## src/rtl/wimax_phy_seq_ctrl.sv

```systemverilog
// Run-control sequencer for the WiMAX PHY chain.
// Lock wait, seed load, settle, frame checking, sticky verdict.
module wimax_phy_seq_ctrl #(
    parameter int SETTLE_CYCLES = 10,
    parameter int NUM_FRAMES    = 8,
    parameter int LOCK_TIMEOUT  = 4096,
    parameter int FRAME_TIMEOUT = 1024,
    parameter int FRAME_CNT_W   = 16
) (
    input  logic                   clk_ref,
    input  logic                   reset_N,
    input  logic                   start,
    input  logic                   abort,
    input  logic                   pll_locked,
    input  logic                   frame_done,
    input  logic [3:0]             stage_pass,
    output logic                   load,
    output logic                   en,
    output logic                   busy,
    output logic                   done,
    output logic                   fail,
    output logic [2:0]             err_code,
    output logic [3:0]             fail_mask,
    output logic [FRAME_CNT_W-1:0] frame_cnt
);

    localparam int MAX_A = (LOCK_TIMEOUT > FRAME_TIMEOUT) ?
                           LOCK_TIMEOUT : FRAME_TIMEOUT;
    localparam int MAX_C = (MAX_A > SETTLE_CYCLES) ?
                           MAX_A : SETTLE_CYCLES;
    localparam int CNT_W = $clog2(MAX_C + 1);

    localparam logic [CNT_W-1:0] LOCK_LAST   = CNT_W'(LOCK_TIMEOUT - 1);
    localparam logic [CNT_W-1:0] FRAME_LAST  = CNT_W'(FRAME_TIMEOUT - 1);
    localparam logic [CNT_W-1:0] SETTLE_LAST = CNT_W'(SETTLE_CYCLES - 1);
    localparam logic [FRAME_CNT_W-1:0] FRAMES_END = FRAME_CNT_W'(NUM_FRAMES);

    typedef enum logic [2:0] {
        S_IDLE,
        S_WAIT_LOCK,
        S_LOAD,
        S_SETTLE,
        S_RUN,
        S_DONE,
        S_FAIL
    } state_t;

    state_t                 state_q, state_d;
    logic [CNT_W-1:0]       cnt_q, cnt_d;
    logic [FRAME_CNT_W-1:0] frame_cnt_q, frame_cnt_d;
    logic [FRAME_CNT_W-1:0] frame_inc;
    logic [2:0]             err_code_q, err_code_d;
    logic [3:0]             fail_mask_q, fail_mask_d;
    logic                   lock_meta_q, lock_sync_q;
    logic                   load_q, load_d;
    logic                   en_q, en_d;
    logic                   busy_q, busy_d;
    logic                   done_q, done_d;
    logic                   fail_q, fail_d;

    // State, shared counter, verdict and synchroniser registers
    always_ff @(posedge clk_ref or negedge reset_N) begin
        if (!reset_N) begin
            state_q     <= S_IDLE;
            cnt_q       <= '0;
            frame_cnt_q <= '0;
            err_code_q  <= '0;
            fail_mask_q <= '0;
            lock_meta_q <= 1'b0;
            lock_sync_q <= 1'b0;
        end else begin
            state_q     <= state_d;
            cnt_q       <= cnt_d;
            frame_cnt_q <= frame_cnt_d;
            err_code_q  <= err_code_d;
            fail_mask_q <= fail_mask_d;
            lock_meta_q <= pll_locked;
            lock_sync_q <= lock_meta_q;
        end
    end

    // Saturating frame counter increment
    always_comb begin
        frame_inc = frame_cnt_q;
        if (frame_cnt_q != '1) begin
            frame_inc = frame_cnt_q + FRAME_CNT_W'(1);
        end
    end

    // Next state; one counter serves lock wait, settle and watchdog
    always_comb begin
        state_d     = state_q;
        cnt_d       = '0;
        frame_cnt_d = frame_cnt_q;
        err_code_d  = err_code_q;
        fail_mask_d = fail_mask_q;
        if (abort) begin
            state_d     = S_IDLE;
            err_code_d  = 3'd0;
            fail_mask_d = 4'h0;
        end else begin
            unique case (state_q)
                S_IDLE, S_DONE, S_FAIL: begin
                    if (start) begin
                        state_d     = S_WAIT_LOCK;
                        err_code_d  = 3'd0;
                        fail_mask_d = 4'h0;
                        frame_cnt_d = '0;
                    end
                end
                S_WAIT_LOCK: begin
                    if (lock_sync_q) begin
                        state_d = S_LOAD;
                    end else if (cnt_q == LOCK_LAST) begin
                        state_d    = S_FAIL;
                        err_code_d = 3'd1;
                    end else begin
                        cnt_d = cnt_q + CNT_W'(1);
                    end
                end
                S_LOAD: begin
                    state_d = S_SETTLE;
                end
                S_SETTLE: begin
                    if (cnt_q == SETTLE_LAST) begin
                        state_d = S_RUN;
                    end else begin
                        cnt_d = cnt_q + CNT_W'(1);
                    end
                end
                S_RUN: begin
                    if (!lock_sync_q) begin
                        state_d    = S_FAIL;
                        err_code_d = 3'd2;
                    end else if (frame_done) begin
                        frame_cnt_d = frame_inc;
                        if (stage_pass != 4'hF) begin
                            state_d     = S_FAIL;
                            err_code_d  = 3'd4;
                            fail_mask_d = ~stage_pass;
                        end else if (frame_inc == FRAMES_END) begin
                            state_d = S_DONE;
                        end
                    end else if (cnt_q == FRAME_LAST) begin
                        state_d    = S_FAIL;
                        err_code_d = 3'd3;
                    end else begin
                        cnt_d = cnt_q + CNT_W'(1);
                    end
                end
                default: begin
                    state_d = S_IDLE;
                end
            endcase
        end
    end

    // Moore decode of the upcoming state into registered outputs
    always_comb begin
        load_d = (state_d == S_LOAD);
        en_d   = (state_d == S_RUN);
        busy_d = (state_d == S_WAIT_LOCK) || (state_d == S_LOAD) ||
                 (state_d == S_SETTLE) || (state_d == S_RUN);
        done_d = (state_d == S_DONE);
        fail_d = (state_d == S_FAIL);
    end

    // Output registers
    always_ff @(posedge clk_ref or negedge reset_N) begin
        if (!reset_N) begin
            load_q <= 1'b0;
            en_q   <= 1'b0;
            busy_q <= 1'b0;
            done_q <= 1'b0;
            fail_q <= 1'b0;
        end else begin
            load_q <= load_d;
            en_q   <= en_d;
            busy_q <= busy_d;
            done_q <= done_d;
            fail_q <= fail_d;
        end
    end

    assign load      = load_q;
    assign en        = en_q;
    assign busy      = busy_q;
    assign done      = done_q;
    assign fail      = fail_q;
    assign err_code  = err_code_q;
    assign fail_mask = fail_mask_q;
    assign frame_cnt = frame_cnt_q;

endmodule

```

## config.mk

```make
export PLATFORM = sky130hd
export DESIGN_NAME = wimax_phy_seq_ctrl
export DESIGN_NICKNAME = d
export VERILOG_FILES = /design/src/rtl/wimax_phy_seq_ctrl.sv
export SDC_FILE = /design/constraint.sdc
export NUM_CORES = 1
export LEC_CHECK = 0
export ABC_AREA = 1
export CORE_MARGIN = 4
export CORE_UTILIZATION = 55
export CTS_BUF_LIST = sky130_fd_sc_hd__clkbuf_16
export DETAILED_ROUTE_END_ITERATION = 7
export PLACE_DENSITY = 0.86
export SLEW_MARGIN = 40
export SYNTH_ARGS = -nofsm -noshare
export SYNTH_HDL_FRONTEND = slang
export SYNTH_SLANG_ARGS = --single-unit
export TNS_END_PERCENT = 10
```

## constraint.sdc

```tcl
create_clock -name clk_ref -period 2.2 [get_ports clk_ref]
set_input_delay 0.44 -clock clk_ref [delete_from_list [all_inputs] [get_ports clk_ref]]
set_output_delay 0.44 -clock clk_ref [all_outputs]
set_load 0.005 [all_outputs]
```

==> reports/metrics.yaml <==
logic_synthesis:
  synth_edf_count: 0
  synth_warnings: 0
  yosysMostFrequentCell: "nand2_1"
  netlist.area_leader.share_pct: 41.3
  ys.flop_type: "dfrtp_1"
  synth_seq_area_share_pct: 41.3
  yosysTopAreaCell: "dfrtp_1"
  synth.avg_cell_area_um2: 7.32
  ys_async_sr_fraction_pct: 100
  syn_area_um2: 2790
  netlist_top_cells_area: "dfrtp_1 41%, nand2_1 11%, nor2_1 7.5%"
  synthesis.nets: 394
  post_synth_num_cell_types: 35
  synth-seq-cells: 46
  syn_inst: 381
  synth_common_cells: "81 x nand2_1, 56 x nor2_1, 50 x inv_1"
die:
  pin_count: 38
  fp.dieW_um: 79.2
  core_area_um2: 4820
  dieArea_um2: 6280
  rows: 25
  start_util_pct: 57.9
  dieHeight_um: 79.2
clock_network:
  insertion_delay_ns: 0.28
  cts_max_level: 2
  clk_pin_slew_ns: 0.06
  cts_tree: "built"
  clk_path_buf_depth: 2
  cts_made_buffers: 5
  clock-sinks: 46
  root_buffer: "clkbuf_16"
min_path:
  hp-class: "in2async"
global_routing:
  grt-ovfl-total: 0
  grt_pass1_wl_mm: 11.8
  antenna_found_initial: 0
  grt_pass1_vias: 2545
  grt_max_degree: 20
  grtUsageTotal_pct: 23.7
sta:
  hold_violations: 0
  relSlewSlack_pct: 69.5
  fin_worst_skew_ns: 0.00476
  maxSlewViolCount: 0
  setup_viol: 0
  fmax_mhz: 479
  worst_slew_pin_slew_ns: 0.458
  period_minus_slack_ns: 2.09
  finalCritPeriodShare_pct: 95.0
  rsz0062_at_grt: "true"
  fin_tns_setup_ns: 0
  fin_hold_ws_ns: 0.101
layout:
  syn_to_final_growth_pct: 33.9
  finalNetCount: 462
  multi_input_area_um2: 1560
  n_fill_cell: 347
  fin_cells: 517
  seq_area_um2: 1160
  final_util_pct: 77.5
  drive_gt1_share_pct: 22.9
  antenna-diode-count: 0
critical_path:
  crit_required_ns: 2.38
  crit_type: "reg2reg"
  cp-end-kind: "flip-flop"
  critPathMaxStageDelay_ns: 0.40
  worstPathMaxFanout: 5
  cp_cell_sequence: "buf_6 -> inv_1 -> nor2_4 -> nand2_1 -> nor2_1 -> nor2_1 -> nor2_2 -> nand3_1 -> nor2_1 -> nand2_1 -> nand2_1 -> nand2_1 -> nand2_1 -> nand2_2 -> nand2_4 -> nand2_1 -> nand2_1 -> nand2_1"
  crit_family: "simple AND/OR/NAND/NOR gates"
  path_common_cell: "nand2_1"
  worst_path_max_delay_cell: "dfrtp_1"
  worstPathBufferInverterCount: 2
  reg2reg_from: "frame_cnt[0]$_DFFE_PN0P_"
  timing.critical_path.from: "frame_cnt[0]$_DFFE_PN0P_"
  worstSetupStartpointType: "flip-flop"
  crit_arrival_ns: 2.26
routing:
  antenna_left: 0
  drt_wl_total_mm: 7.25
  drtIter0Drc: 307
  vias: 2798
  drc_errors: 0
  wl_per_cell_um: 14.0
  firstDrtPassIters: 7
  avgViaCountPerCell: 5.41
place:
  io_buffer_count: 37
  globalplace.congestion: 0.964
  hpwl_mm: 5.23
  place_inst: 497
power_and_ir_drop:
  peakVddDrop_v: 0.000618
  p_leak_nw: 1.80
  power_mw: 2.19
  power_density_nw_per_um2: 586
run_status:
  status: "finished clean"
run:
  cap_violations: 0
routing by layer:
layer  GRT usage, %  vias to the layer above  share of wire, %
li1               -                     1364                 -
met1           33.5                     1293                46
met2           36.6                      128                45
met3           4.76                       13               7.3
met4           7.04                        0               1.7
met5              0                        -                 0
repair_timing:
item                       in CTS  in global routing
setup endpoints to repair       0                 21
buffers inserted                0                 12
hold buffers                    0                  0
resized for setup               0                 45
cell families (layout without fill, tap and decap cells):
logic type | count (synthesis) | in the layout | share of synthesized area, %
DFF | 46 | 46 | 41.3
xor gates and xnor gates | 8 | 8 | 2.51
and+or+nand+nor | 215 | 215 | 36.7
buffers and inverters | 60 | 129 | 8.16
AOI/OAI and AO/OA | 49 | 49 | 10.0
adders and majority gates | 3 | 3 | 1.35
layout by cell type, fill, tap and decap left out, types with 3 or more instances in the layout:
master | netlist | final
a21oi_1 | 5 | 5
a31oi_1 | 3 | 3
buf_4 | 0 | 25
clkbuf_16 | 0 | 5
clkdlybuf4s50_1 | 0 | 36
dfrtp_1 | 46 | 37
dfrtp_2 | 0 | 9
inv_1 | 50 | 51
inv_2 | 6 | 6
nand2_1 | 81 | 76
nand2_2 | 7 | 10
nand2_4 | 3 | 5
nand3_1 | 25 | 18
nand3_2 | 3 | 8
nand3_4 | 1 | 3
nand4_1 | 8 | 8
nor2_1 | 56 | 49
nor2_2 | 8 | 10
nor2_4 | 2 | 7
nor3_1 | 13 | 12
nor3_2 | 2 | 3
o21a_1 | 4 | 4
o21ai_0 | 25 | 24
o21ai_1 | 2 | 3
o22ai_1 | 5 | 5
xor2_1 | 7 | 7
cell type report:
type	count	share of cell area, %
clock buffers	5	3.35
flip-flops and latches	46	31.1
repair buffers	64	15.4
inverters	57	5.76
clock inverters	3	0.469
multi-input cells	275	41.6
well taps	67	2.24
sequential cells by signal, indices dropped and copies added, names as in the netlist, 3 cells and up:
name / cells
frame_cnt: 16
cnt_q: 13
fail_mask: 4
err_code: 3
state_q: 3
final timing paths:
| check | cells past startpoint | slack (ns) | endpoint |
|---|---|---|---|
| max | 18 | 0.11 | busy$_DFF_PN0_ |
| min | 1 | 0.10 | frame_cnt[5]$_DFFE_PN0P_ |
| max reg2reg | 18 | 0.11 | busy$_DFF_PN0_ |
| min reg2reg | 0 | 0.37 | lock_sync_q$_DFF_PN0_ |
| max in group asynchronous | 2 | 1.52 | frame_cnt[9]$_DFFE_PN0P_ |
| min in group clk_ref | 0 | 0.37 | lock_sync_q$_DFF_PN0_ |
through the flow:
stage / area (µm²) / worst slack [ns]
2_1_floorplan: 2790 / 0.183
3_3_place_gp: 3340 / 0.0992
3_5_place_dp: 3340 / 0.0786
4_1_cts: 3480 / 0.0487
5_1_grt: 3730 / -0.0901
6_report: 3730 / 0.111
report_power, final:
part	total, mW	internal (mW)	leakage (nW)	switching (mW)
Combinational	0.523	0.232	1.11	0.291
Clock	0.719	0.416	0.0750	0.302
Sequential	0.949	0.907	0.615	0.0412
Power figures use the tool's default switching activity.
